### src/rtl/alu_control_sequencer_pkg.sv
// alu_control_sequencer_pkg: shared state codes, opcodes and ir field layout for the control sequencer
package cpu_ctrl_pkg;
   localparam logic [3:0] S_IDLE = 4'd0;
   localparam logic [3:0] S_T0   = 4'd1;
   localparam logic [3:0] S_T1   = 4'd2;
   localparam logic [3:0] S_T2   = 4'd3;
   localparam logic [3:0] S_T3   = 4'd4;
   localparam logic [3:0] S_T4   = 4'd5;
   localparam logic [3:0] S_T5   = 4'd6;
   localparam logic [3:0] S_T6   = 4'd7;
   localparam logic [3:0] S_DONE = 4'd8;
   localparam logic [4:0] OP_ADD = 5'b00011;
   localparam logic [4:0] OP_SUB = 5'b00100;
   localparam logic [4:0] OP_AND = 5'b00101;
   localparam logic [4:0] OP_OR  = 5'b00110;
   localparam logic [4:0] OP_MUL = 5'b01111;
   localparam logic [4:0] OP_DIV = 5'b10000;
   // register fields follow the opcode in order ra, rb, rc
   localparam int RA_FIELD = 1;
   localparam int RB_FIELD = 2;
   localparam int RC_FIELD = 3;
   function automatic int field_lsb(input int data_w, input int opcode_w, input int reg_sel_w, input int field);
      return data_w - opcode_w - field * reg_sel_w;
   endfunction
endpackage

### src/rtl/alu_control_sequencer_if.sv
// alu_control_sequencer_if: control/status and DataPath enable bundle between sequencer (master) and DataPath/bench (slave)
//   start, mem_ready, ir          : into the sequencer
//   busy, done, illegal           : sequencer status
//   pc_out .. hi_in               : single-bit DataPath enables
//   reg_in, reg_out, alu_code     : one-hot register enables and ALU select
interface alu_control_sequencer_if #(
   parameter int NUM_REGS = 16,
   parameter int DATA_W   = 32,
   parameter int OPCODE_W = 5
);
   logic                start, mem_ready;
   logic [DATA_W-1:0]   ir;
   logic                busy, done, illegal;
   logic                pc_out, mar_in, inc_pc, pc_in, mem_read, mdr_in, mdr_out;
   logic                ir_in, y_in, z_in, zlo_out, zhi_out, lo_in, hi_in;
   logic [NUM_REGS-1:0] reg_in, reg_out;
   logic [OPCODE_W-1:0] alu_code;
   modport master (
      input  start, mem_ready, ir,
      output busy, done, illegal, pc_out, mar_in, inc_pc, pc_in, mem_read, mdr_in, mdr_out,
             ir_in, y_in, z_in, zlo_out, zhi_out, lo_in, hi_in, reg_in, reg_out, alu_code
   );
   modport slave (
      output start, mem_ready, ir,
      input  busy, done, illegal, pc_out, mar_in, inc_pc, pc_in, mem_read, mdr_in, mdr_out,
             ir_in, y_in, z_in, zlo_out, zhi_out, lo_in, hi_in, reg_in, reg_out, alu_code
   );
endinterface

### src/rtl/alu_control_sequencer_reg_select_decoder.sv
// reg_select_decoder: register index to one-hot enable; indices with no register decode to all zeros
//   i_sel    : register index
//   i_en     : gate for the whole output
//   o_onehot : one-hot register enable
module reg_select_decoder #(
   parameter int NUM_REGS  = 16,
   parameter int REG_SEL_W = 4
)(
   input  logic [REG_SEL_W-1:0] i_sel,
   input  logic                 i_en,
   output logic [NUM_REGS-1:0]  o_onehot
);
   for (genvar g = 0; g < NUM_REGS; g++) begin : g_dec
      assign o_onehot[g] = i_en && (i_sel == REG_SEL_W'(g));
   end
endmodule

### src/rtl/alu_control_sequencer.sv
// alu_control_sequencer: hard-wired fetch/execute control unit driving the DataPath enables
//   i_clock : rising-edge clock
//   i_clear : asynchronous active-low clear
//   bus     : master side of alu_control_sequencer_if (start/mem_ready/ir in, status and enables out)
module alu_control_sequencer
   import cpu_ctrl_pkg::*;
#(
   parameter int NUM_REGS  = 16,
   parameter int DATA_W    = 32,
   parameter int OPCODE_W  = 5,
   parameter int REG_SEL_W = 4
)(
   input logic                     i_clock,
   input logic                     i_clear,
   alu_control_sequencer_if.master bus
);
   localparam int RA_LSB = field_lsb(DATA_W, OPCODE_W, REG_SEL_W, RA_FIELD);
   localparam int RB_LSB = field_lsb(DATA_W, OPCODE_W, REG_SEL_W, RB_FIELD);
   localparam int RC_LSB = field_lsb(DATA_W, OPCODE_W, REG_SEL_W, RC_FIELD);
   logic [3:0]           r_state, w_next;
   logic [OPCODE_W-1:0]  r_op, w_op;
   logic [REG_SEL_W-1:0] r_ra, r_rb, r_rc, w_ra, w_rb, w_rc;
   logic                 w_t3, w_legal, w_muldiv, w_unused_ir;
   logic [NUM_REGS-1:0]  w_rb_oh, w_rc_oh;
   // ir is only valid from T3 on: decode live in T3, then run T4..T6 from the copy taken at the end of T3
   assign w_t3   = r_state == S_T3;
   assign w_op   = w_t3 ? bus.ir[DATA_W-1 -: OPCODE_W] : r_op;
   assign w_ra   = w_t3 ? bus.ir[RA_LSB +: REG_SEL_W] : r_ra;
   assign w_rb   = w_t3 ? bus.ir[RB_LSB +: REG_SEL_W] : r_rb;
   assign w_rc   = w_t3 ? bus.ir[RC_LSB +: REG_SEL_W] : r_rc;
   assign w_unused_ir = ^bus.ir[RC_LSB-1:0];
   assign w_muldiv = w_op == OPCODE_W'(OP_MUL) || w_op == OPCODE_W'(OP_DIV);
   assign w_legal  = (w_op inside {OPCODE_W'(OP_ADD), OPCODE_W'(OP_SUB), OPCODE_W'(OP_AND),
                                   OPCODE_W'(OP_OR), OPCODE_W'(OP_MUL), OPCODE_W'(OP_DIV)})
                     && int'(w_ra) < NUM_REGS && int'(w_rb) < NUM_REGS && int'(w_rc) < NUM_REGS;
   always_comb begin
      w_next = S_IDLE;
      case (r_state)
         S_IDLE, S_DONE: w_next = bus.start ? S_T0 : S_IDLE;
         S_T0:           w_next = S_T1;
         S_T1:           w_next = bus.mem_ready ? S_T2 : S_T1;
         S_T2:           w_next = S_T3;
         S_T3:           w_next = w_legal ? S_T4 : S_IDLE;
         S_T4:           w_next = S_T5;
         S_T5:           w_next = w_muldiv ? S_T6 : S_DONE;
         S_T6:           w_next = S_DONE;
         default:        w_next = S_IDLE;
      endcase
   end
   always_ff @(posedge i_clock or negedge i_clear) begin
      if (!i_clear) begin
         r_state <= S_IDLE;
         r_op    <= '0;
         r_ra    <= '0;
         r_rb    <= '0;
         r_rc    <= '0;
      end else begin
         r_state <= w_next;
         if (w_t3) begin
            r_op <= w_op;
            r_ra <= w_ra;
            r_rb <= w_rb;
            r_rc <= w_rc;
         end
      end
   end
   assign bus.busy     = r_state != S_IDLE;
   assign bus.done     = r_state == S_DONE;
   assign bus.illegal  = w_t3 && !w_legal;
   assign bus.pc_out   = r_state == S_T0;
   assign bus.mar_in   = r_state == S_T0;
   assign bus.inc_pc   = r_state == S_T0;
   assign bus.z_in     = r_state == S_T0 || r_state == S_T4;
   assign bus.mem_read = r_state == S_T1;
   assign bus.mdr_in   = r_state == S_T1;
   // the incremented PC leaves Z only once the fetch read has completed
   assign bus.pc_in    = r_state == S_T1 && bus.mem_ready;
   assign bus.zlo_out  = (r_state == S_T1 && bus.mem_ready) || r_state == S_T5;
   assign bus.mdr_out  = r_state == S_T2;
   assign bus.ir_in    = r_state == S_T2;
   assign bus.y_in     = w_t3 && w_legal;
   assign bus.alu_code = r_state == S_T4 ? w_op : '0;
   assign bus.lo_in    = r_state == S_T5 && w_muldiv;
   assign bus.zhi_out  = r_state == S_T6;
   assign bus.hi_in    = r_state == S_T6;
   reg_select_decoder #(.NUM_REGS(NUM_REGS), .REG_SEL_W(REG_SEL_W)) u_ra_dec (
      .i_sel(w_ra), .i_en(r_state == S_T5 && !w_muldiv), .o_onehot(bus.reg_in)
   );
   reg_select_decoder #(.NUM_REGS(NUM_REGS), .REG_SEL_W(REG_SEL_W)) u_rb_dec (
      .i_sel(w_rb), .i_en(w_t3 && w_legal), .o_onehot(w_rb_oh)
   );
   reg_select_decoder #(.NUM_REGS(NUM_REGS), .REG_SEL_W(REG_SEL_W)) u_rc_dec (
      .i_sel(w_rc), .i_en(r_state == S_T4), .o_onehot(w_rc_oh)
   );
   assign bus.reg_out = w_t3 ? w_rb_oh : w_rc_oh;
endmodule

### src/flat_wrapper.sv
// flat-port wrapper written by rule: the top's interface ports become plain ports
module alu_control_sequencer_flat import cpu_ctrl_pkg::*;
#(
   parameter int NUM_REGS  = 16,
   parameter int DATA_W    = 32,
   parameter int OPCODE_W  = 5,
   parameter int REG_SEL_W = 4
)
  (i_clock, i_clear, bus_start, bus_mem_ready, bus_ir, bus_busy, bus_done, bus_illegal, bus_pc_out, bus_mar_in, bus_inc_pc, bus_pc_in, bus_mem_read, bus_mdr_in, bus_mdr_out, bus_ir_in, bus_y_in, bus_z_in, bus_zlo_out, bus_zhi_out, bus_lo_in, bus_hi_in, bus_reg_in, bus_reg_out, bus_alu_code);
  alu_control_sequencer_if #(.NUM_REGS(NUM_REGS), .DATA_W(DATA_W), .OPCODE_W(OPCODE_W)) bus_i ();
  input logic i_clock;
  input logic i_clear;
  input wire logic [$bits(bus_i.start)-1:0] bus_start;
  input wire logic [$bits(bus_i.mem_ready)-1:0] bus_mem_ready;
  input wire logic [$bits(bus_i.ir)-1:0] bus_ir;
  output wire logic [$bits(bus_i.busy)-1:0] bus_busy;
  output wire logic [$bits(bus_i.done)-1:0] bus_done;
  output wire logic [$bits(bus_i.illegal)-1:0] bus_illegal;
  output wire logic [$bits(bus_i.pc_out)-1:0] bus_pc_out;
  output wire logic [$bits(bus_i.mar_in)-1:0] bus_mar_in;
  output wire logic [$bits(bus_i.inc_pc)-1:0] bus_inc_pc;
  output wire logic [$bits(bus_i.pc_in)-1:0] bus_pc_in;
  output wire logic [$bits(bus_i.mem_read)-1:0] bus_mem_read;
  output wire logic [$bits(bus_i.mdr_in)-1:0] bus_mdr_in;
  output wire logic [$bits(bus_i.mdr_out)-1:0] bus_mdr_out;
  output wire logic [$bits(bus_i.ir_in)-1:0] bus_ir_in;
  output wire logic [$bits(bus_i.y_in)-1:0] bus_y_in;
  output wire logic [$bits(bus_i.z_in)-1:0] bus_z_in;
  output wire logic [$bits(bus_i.zlo_out)-1:0] bus_zlo_out;
  output wire logic [$bits(bus_i.zhi_out)-1:0] bus_zhi_out;
  output wire logic [$bits(bus_i.lo_in)-1:0] bus_lo_in;
  output wire logic [$bits(bus_i.hi_in)-1:0] bus_hi_in;
  output wire logic [$bits(bus_i.reg_in)-1:0] bus_reg_in;
  output wire logic [$bits(bus_i.reg_out)-1:0] bus_reg_out;
  output wire logic [$bits(bus_i.alu_code)-1:0] bus_alu_code;
  assign bus_i.start = bus_start;
  assign bus_i.mem_ready = bus_mem_ready;
  assign bus_i.ir = bus_ir;
  assign bus_busy = bus_i.busy;
  assign bus_done = bus_i.done;
  assign bus_illegal = bus_i.illegal;
  assign bus_pc_out = bus_i.pc_out;
  assign bus_mar_in = bus_i.mar_in;
  assign bus_inc_pc = bus_i.inc_pc;
  assign bus_pc_in = bus_i.pc_in;
  assign bus_mem_read = bus_i.mem_read;
  assign bus_mdr_in = bus_i.mdr_in;
  assign bus_mdr_out = bus_i.mdr_out;
  assign bus_ir_in = bus_i.ir_in;
  assign bus_y_in = bus_i.y_in;
  assign bus_z_in = bus_i.z_in;
  assign bus_zlo_out = bus_i.zlo_out;
  assign bus_zhi_out = bus_i.zhi_out;
  assign bus_lo_in = bus_i.lo_in;
  assign bus_hi_in = bus_i.hi_in;
  assign bus_reg_in = bus_i.reg_in;
  assign bus_reg_out = bus_i.reg_out;
  assign bus_alu_code = bus_i.alu_code;
  alu_control_sequencer #(.NUM_REGS(NUM_REGS), .DATA_W(DATA_W), .OPCODE_W(OPCODE_W), .REG_SEL_W(REG_SEL_W)) u_core (.i_clock(i_clock), .i_clear(i_clear), .bus(bus_i));
endmodule
### config.mk
export PLATFORM = sky130hd
export DESIGN_NAME = alu_control_sequencer_flat
export DESIGN_NICKNAME = d
export VERILOG_FILES = /design/src/rtl/alu_control_sequencer_pkg.sv /design/src/rtl/alu_control_sequencer_if.sv /design/src/rtl/alu_control_sequencer_reg_select_decoder.sv /design/src/rtl/alu_control_sequencer.sv /design/src/flat_wrapper.sv
export SDC_FILE = /design/constraint.sdc
export NUM_CORES = 1
export LEC_CHECK = 0
export BUFFER_PORTS_ARGS = -buffer_cell sky130_fd_sc_hd__buf_2
export CORE_MARGIN = 10
export CORE_UTILIZATION = 44
export CTS_CLUSTER_DIAMETER = 50
export DETAILED_ROUTE_END_ITERATION = 12
export GPL_TIMING_DRIVEN = 0
export PLACE_DENSITY = 0.83
export RECOVER_POWER = 100
export SYNTH_ARGS = -nofsm -noshare
export SYNTH_HDL_FRONTEND = slang
export SYNTH_SLANG_ARGS = --single-unit
### constraint.sdc
create_clock -name i_clock -period 3.13 [get_ports i_clock]
set_input_delay 0.7825 -clock i_clock [delete_from_list [all_inputs] [get_ports i_clock]]
set_output_delay 0.7825 -clock i_clock [all_outputs]
set_load 0.02 [all_outputs]
==> run metrics, run 1 <==
slowest cell on the critical path or4b_4; area leader, netlist dfrtp_1; clock power share 6.4%; Ys Warns 0; GRT Max-Usage Layer met2; CTS tree yes; design area 0.002530 mm^2; Rows 21; Num CTS Buffers 3; max_cap viols 0; Placer Congestion 0.8952; Critical Path Start Type flip-flop; P per Cell Area 756.4 mW/mm^2; sw power 0.9659 mW; met3 Use GR 5.743%; delay-heaviest family, CP simple AND/OR/NAND/NOR gates; period utilisation layout 103.7%; Synth top area share 30.72%; final wirelength 6098 um; Mapped Cells 219; initial antenna violation count 0; top post-synthesis cells by area dfrtp_1 31%, nand2_1 9.9%, nor2_1 7.8%; worst hold-check path type flip-flop to flip-flop; WP data arrival 2460 ps; final antenna-violating net count 0; dpl ws -78.94 ps; combinational share of power 67.6%; Worst EP required 2350 ps; vias in the first global route 1,887; final total power 1.914 mW; area occupied by multi-input gates 0.001242 mm^2; area post-placement 0.001976 mm^2; clock skew 2.735 ps; Cell Count, Final, Fillers Out 359; synthesis-to-finish area growth 63.46%; DR WL/cell 16.99 um; critical path buffer and inverter count 2; CTS max path bufs 2; post-synthesis area per instance 7.067 um^2; clk slew on worst S/H paths 100 ps; worst hold slack 564.8 ps; clock sinks 19; Internal 0.9478 mW; Port Buffers 74; Ports 90; first-pass GRT wire length 8611 um; starting density of the core 46.02%; sw frac 50.47%; Leak 1.188 nW; Tmin final 3245 ps; DRC violations left 0; post-synthesis sequential area ratio 30.72%; Detailed Route Iter0 Violations 85; sequential power share 25.9%; status complete, but fails checks; Die X 79.31 um; Ant. Diodes 0; largest net degree at the start of global routing 20; final setup fails 10; Nets 350; GRT overflow 0; via count 2,001; RSZ-0062 raised after global routing true; Mapped Nets 255; Slew @ Worst Pin 971.9 ps; area of the core 0.003363 mm^2; Die H 79.31 um; synthesized area 0.001548 mm^2; share of layout cells above drive strength 1 47.60%; Worst Path Class, Setup flip-flop to output port; violated checks negative setup slack; relative slew slack 35.21%; register area 475.5 um^2; htree depth 1; met2 Track Usage GR 26.10%; drt pass-1 iters 4; total global-route track usage 16.17%; Hold Vio Cnt, Final 0; Via density 5.574; fin. max-slew vios 0; Yosys cell types 40; routing usage on met1 19.27%; Yosys reg bits 19; Crit. End Element output port; CP cell instances or4b_4 -> buf_6 -> nand2_2 -> nand2_2 -> or4_4 -> o22ai_2 -> buf_6; fin worst setup slack -115.0 ps; die area 0.006290 mm^2; worst-path fanout max 4; peak supply drop 0.4607 mV; dpl cells 339; CTS root buf clkbuf_4; highest clock rate 308.2 MHz; later-pin clock latency in the skew report 300 ps; slowest stage delay, CP 590 ps; HPWL Detailed 3925 um; fillers 283
==> cell families (layout without fill, tap and decap cells) <==
group	after synthesis	count (layout)	share of synthesized area [%]
flip-flops	19	19	30.72
buffers and inverters	25	119	7.760
XOR/XNOR	1	1	0.5660
AND/OR/NAND/NOR	126	126	40.58
AO/OA/AOI/OAI	45	45	18.43
multiplexers	3	3	1.940
==> worst paths after layout <==
check	cells after the start	startpoint	slack, ps	to
hold reg to reg	2	u_core.r_op[1]	560	u_core.r_op[1]
setup / recovery	7	u_core.r_state[0]	-120	bus_reg_out[0]
min in group asynchronous	1	i_clear	610	u_core.r_ra[1]
setup reg to reg	7	u_core.r_state[0]	1130	u_core.r_state[2]
max in group asynchronous	1	i_clear	1940	u_core.r_state[1]
hold / removal	2	u_core.r_op[1]	560	u_core.r_op[1]
==> metrics by stage <==
| step | util [%] | TNS (ps) |
|---|---|---|
| 6_report | 75.22 | -552.2 |
| 5_1_grt | 75.22 | -1388 |
| 4_1_cts | 64.25 | -120.8 |
| 3_5_place_dp | 58.74 | -369.6 |
| 3_3_place_gp | 58.74 | -56.13 |
| 2_1_floorplan | - | 0 |
==> power groups by stage <==
stage | clock, mW | combinational [mW] | sequential, mW
finish | 0.123 | 1.29 | 0.496
floorplan | 0 | 0.666 | 0.446
CTS | 0.125 | 1.00 | 0.474
global placement | 0 | 0.853 | 0.472
global route | 0.136 | 1.39 | 0.509
detailed placement | 0 | 0.880 | 0.477
==> metal layers <==
| layer | up-vias | share of wire, % |
|---|---|---|
| met5 | - | 0 |
| met4 | 0 | 1.3 |
| met3 | 8 | 6.2 |
| met2 | 80 | 50 |
| met1 | 951 | 42 |
| li1 | 962 | - |
==> tightest hold or removal path: cells and delay by family (launching register included) <==
kind	cells	cell delay, ps
DFF	1	410
and+or+nand+nor	2	130
==> layout make-up <==
class	instances	area share (%)
buffer	14	3.363
clock buffer	3	0.8902
clock inverter	1	0.1978
inverter	11	1.632
multi-input combinational	175	49.11
sequential	19	18.79
tap	46	2.275
timing repair buffer	90	23.74
==> synthesized netlist by cell type <==
cell type and n:
nand2_1 41, nor2_1 32, dfrtp_1 19, o22ai_1 16, nor3_1 15, a31oi_1 11
inv_1 9, clkbuf_1 7, o21ai_1 7, and2_1 6, nor3b_1 6, a21oi_1 5
buf_4 5, nor2b_1 4, mux2i_1 3, nand2b_1 3, or3_1 3, nand2_2 2
nand3_1 2, nand3b_1 2, or2_1 2, a21boi_1 1, a32oi_1 1, and3_1 1
buf_1 1, buf_6 1, clkinv_1 1, inv_2 1, nand4_1 1, nor4_1 1
nor4b_4 1, o211a_1 1, o21ai_0 1, o22a_1 1, o311ai_2 1, or2_2 1
or4_4 1, or4b_1 1, or4b_4 1, xor2_1 1
==> registers in the layout, summed over array words and instances (netlist names) <==
| signal | cells |
|---|---|
| u_core.r_op | 5 |
| u_core.r_ra | 4 |
| u_core.r_rc | 4 |
| u_core.r_state | 4 |
| u_core.r_rb | 2 |
==> repair_timing <==
item	in CTS	in global routing
gates resized for setup	26	69
hold buffers	0	0
endpoints found under the setup margin	30	27
pin swaps	6	14
setup buffers	7	9
==> placed cells by master, fill, tap and decap left out, types with 2 or more instances in the layout <==
cell / synthesis / final
nand2_2: 2 / 2
nand2_4: 0 / 2
nand2b_1: 3 / 3
buf_6: 1 / 18
clkbuf_4: 0 / 4
o22ai_2: 0 / 14
inv_2: 1 / 2
o21ai_1: 7 / 7
buf_4: 5 / 19
a21oi_1: 5 / 2
nand2_1: 41 / 39
or2_4: 0 / 2
inv_1: 9 / 9
nor3b_1: 6 / 6
and2_1: 6 / 6
buf_1: 1 / 2
clkbuf_1: 7 / 4
nor3_2: 0 / 3
or3_1: 3 / 3
mux2i_1: 3 / 2
nor2b_1: 4 / 4
nor3_1: 15 / 12
nor2_1: 32 / 30
nand3b_1: 2 / 2
a21oi_4: 0 / 3
dfrtp_1: 19 / 19
a31oi_1: 11 / 4
a31oi_2: 0 / 6
buf_2: 0 / 59
Note: power is estimated with default switching activity, not from simulation.
==> run 2: changes to the inputs <==
CORE_UTILIZATION = 46   (was 44)
PLACE_DENSITY = 0.84   (was 0.83)
SYNTH_HIERARCHICAL = 1   (was not set)
==> run 2 against run 1 <==
  * The run still ends with negative setup slack left
  * Synthesized area grew 14%
  * Flip-flop and latch count grew 2
  * Via count grew 11%
  * Routed wire length grew 5.9%
  * Non-clock buffer count grew 6
  * Total power grew 20%
  * Die area grew 6.4%
  * Design area grew 7.6%
  * Cell count grew 15%
  * First-iteration DRC count grew 110%
  * Synthesized cell count grew 21%
  * Register-to-register slack gained 100 ps
  * Critical path type is now input pin to output port
  * Largest power group unchanged
==> run metrics, run 2 <==
via count 2,218 (+11%); max reg flops 5 (unchanged); final total power 2.304 mW (+20%); P per Cell Area 846.1 mW/mm^2 (+12%); area leader, netlist dfrtp_1; Post-synth top flop dfrtp_1; Detailed Route Iter0 Violations 181 (+110%); clock sinks 21 (+2); Tmin final 3273 ps (+27.99 ps); Worst Path Class, Setup input pin to output port; GRT overflow 0 (unchanged); synthesis-to-finish area growth 54.99%; critical path buffer and inverter count 2 (unchanged); peak supply drop 0.5018 mV (+8.9%); dpl ws -146.7 ps (-67.78 ps); area of the core 0.003689 mm^2 (+9.7%); most common cell in the netlist nand2_1; worst-path fanout max 4 (unchanged); WP data arrival 2490 ps (+30 ps); status complete, but fails checks; slowest stage delay, CP 430 ps (-160 ps); Synth top cells by count 107 x nand2_1, 44 x nor2_1, 21 x dfrtp_1; Hold Vio Cnt, Final 0 (unchanged); met1 WL 2438 um (-5.3%); fin. max-slew vios 0 (unchanged); slowest cell on the critical path or3b_4; final wirelength 6455 um (+5.9%); met2 wire len 3393 um (+11%); DRC violations left 0 (unchanged); design area 0.002723 mm^2 (+7.6%); final antenna-violating net count 0 (unchanged); met3 WL 490 um (+29%); Leak 1.447 nW (+22%); post-synthesis sequential area ratio 29.91% (-0.80 points); clk slew on worst S/H paths 90 ps (about the same); Die H 81.80 um (+3.1%); Ys Warns 6 (+6); highest clock rate 305.5 MHz (-0.86%); combinational share of power 70.2% (+2.6 points); xor/xnor share of the synthesized area 0.4986% (-0.067 points); delay-heaviest family, CP simple AND/OR/NAND/NOR gates; top sig layer met4; initial antenna violation count 0 (unchanged); Worst EP required 2350 ps (about the same); Ant. Diodes 0 (unchanged); die area 0.006690 mm^2 (+6.4%); post-synthesis adder-cell area fraction 0% (unchanged); violated checks negative setup slack; Port Buffers 74 (unchanged); # hold bufs at CTS 0 (unchanged); starting density of the core 47.63% (+1.6 points); Critical Path Start Type input pin; worst hold-check path type flip-flop to flip-flop; sw power 1.123 mW (+16%); htree depth 1 (unchanged); synthesized area 0.001757 mm^2 (+14%); drt pass-1 iters 4 (unchanged); first-pass GRT wire length 8990 um (+4.4%); HPWL Detailed 4043 um (+3.0%); final setup fails 14 (+4); Biggest register u_core/r_op; total global-route track usage 16.31% (+0.14 points); Yosys reg bits 21 (+2); post-synthesis async set-or-reset flop share 100.0% (unchanged); Synth top area share 29.91% (-0.80 points); clock skew 1.982 ps (-0.7538 ps); CP cell instances buf_6 -> nor4b_2 -> nor2_1 -> o22a_2 -> nor2_4 -> or3b_4 -> nor2_1 -> nand2_1 -> nand2_1 -> buf_6; max_cap viols 0 (unchanged); CTS max path bufs 2 (unchanged); CTS root buf clkbuf_8; post-synthesis area per instance 6.604 um^2 (-6.6%); Rows 22 (+4.8%); vias in the first global route 2,027 (+7.4%); Crit. End Element output port; EDFF count, synth 0 (unchanged); Yosys cell types 34 (-15%); Internal 1.181 mW (+25%); Nets 402 (+15%); later-pin clock latency in the skew report 260 ps (-40 ps); Synth Area in Compound Gates 3.632% (-15 points); Synth Area in Simple Gates 55.06% (+14 points); relative slew slack 25.16% (-10 points); Via density 5.370 (-3.6%); RSZ-0062 raised after global routing true; Num CTS Buffers 3 (unchanged); period utilisation layout 104.6% (+0.89 points); Mapped Cells 266 (+21%); largest net degree at the start of global routing 22 (+10%); clock power share 8.3% (+1.9 points); DR WL/cell 15.63 um (-8.0%); commonest non-fill, non-tap cell in the layout nand2_1; CTS tree yes; commonest non-fill, non-tap cells in the layout 88 x nand2_1, 56 x buf_2, 40 x nor2_1; Ports 90 (unchanged); top post-synthesis cells by area dfrtp_1 30%, nand2_1 23%, nor2_1 9.4%; Mapped Nets 302 (+18%); Placer Congestion 0.8980 (+0.31%); Slew @ Worst Pin 1123 ps (+150.8 ps); sequential power share 21.5% (-4.4 points); Die X 81.80 um (+3.1%); area post-placement 0.002195 mm^2 (+11%); post-synthesis mux area share 4.843% (+2.9 points); sw frac 48.75% (-1.7 points); largest family of logic cells by synthesized area simple AND/OR/NAND/NOR gates; fin worst setup slack -143.0 ps (-27.99 ps); share of layout cells above drive strength 1 46.30% (-1.3 points)
run 2: layout make-up:
class	count	area [um^2]
multi-input cells	227	1325
plain buffers	12	116.4
clock buffers	3	41.29
repair buffers	98	631.9
flip-flops and latches	21	529.3
clock inverters	1	7.507
well taps	48	60.06
fillers	297	965.9
inverters	3	11.26
run 2: worst paths after layout:
path	cells after the start	slack, ps	end	startpoint
setup / recovery	10	-140	bus_reg_out[3]	bus_ir[28]
hold / removal	2	480	u_core/r_ra[2]	u_core/r_ra[2]
setup reg to reg	7	1230	u_core/r_state[0]	u_core/r_state[1]
hold reg to reg	2	480	u_core/r_ra[2]	u_core/r_ra[2]
max in group asynchronous	1	1680	u_core/r_state[1]	i_clear
min in group asynchronous	1	710	u_core/r_op[1]	i_clear
run 2: cell families after synthesis:
family                 count (synthesis)
flip-flops                            21
AO/OA/AOI/OAI                          9
AND/OR/NAND/NOR                      211
multiplexers                           6
XOR/XNOR                               1
buffers and inverters                 18
run 2: per-layer routing:
metal	global-route usage, %	vias up
li1	-	1056
met1	18.08	1046
met2	30.64	102
met3	3.821	14
met4	3.571	0
met5	0	-
run 2: power groups by stage:
stage | registers [mW] | logic, mW | clock network [mW]
after floorplan | 0.459 | 0.901 | 0
after global placement | 0.472 | 1.12 | 0
after detailed placement | 0.482 | 1.14 | 0
after CTS | 0.482 | 1.32 | 0.188
after global routing | 0.504 | 1.74 | 0.201
final | 0.496 | 1.62 | 0.190
run 2: repair_timing:
item | 4_1_cts | 5_1_grt
gates cloned | 1 | 0
gates resized for setup | 46 | 48
pin swaps | 13 | 17
buffers inserted | 12 | 11
setup endpoints to repair | 32 | 32
run 2: metrics by stage:
| step | hold slack, ps | std cells | util, % | TNS (ps) |
|---|---|---|---|---|
| floorplan | 439.4 | 266 | - | 0 |
| global placement | 450.4 | 388 | 59.50 | -861.4 |
| detailed placement | 457.4 | 388 | 59.50 | -899.5 |
| CTS | 468.4 | 403 | 67.06 | -1182 |
| global route | 518.8 | 413 | 73.81 | -3090 |
| finish | 483.0 | 413 | 73.81 | -871.9 |
run 2: worst register-to-register path: cells and delay by family (launching register included):
kind                   cells  cell delay, ps
AO/OA/AOI/OAI              2             260
buffers and inverters      3             390
AND/OR/NAND/NOR            2             700
flip-flops                 1             430
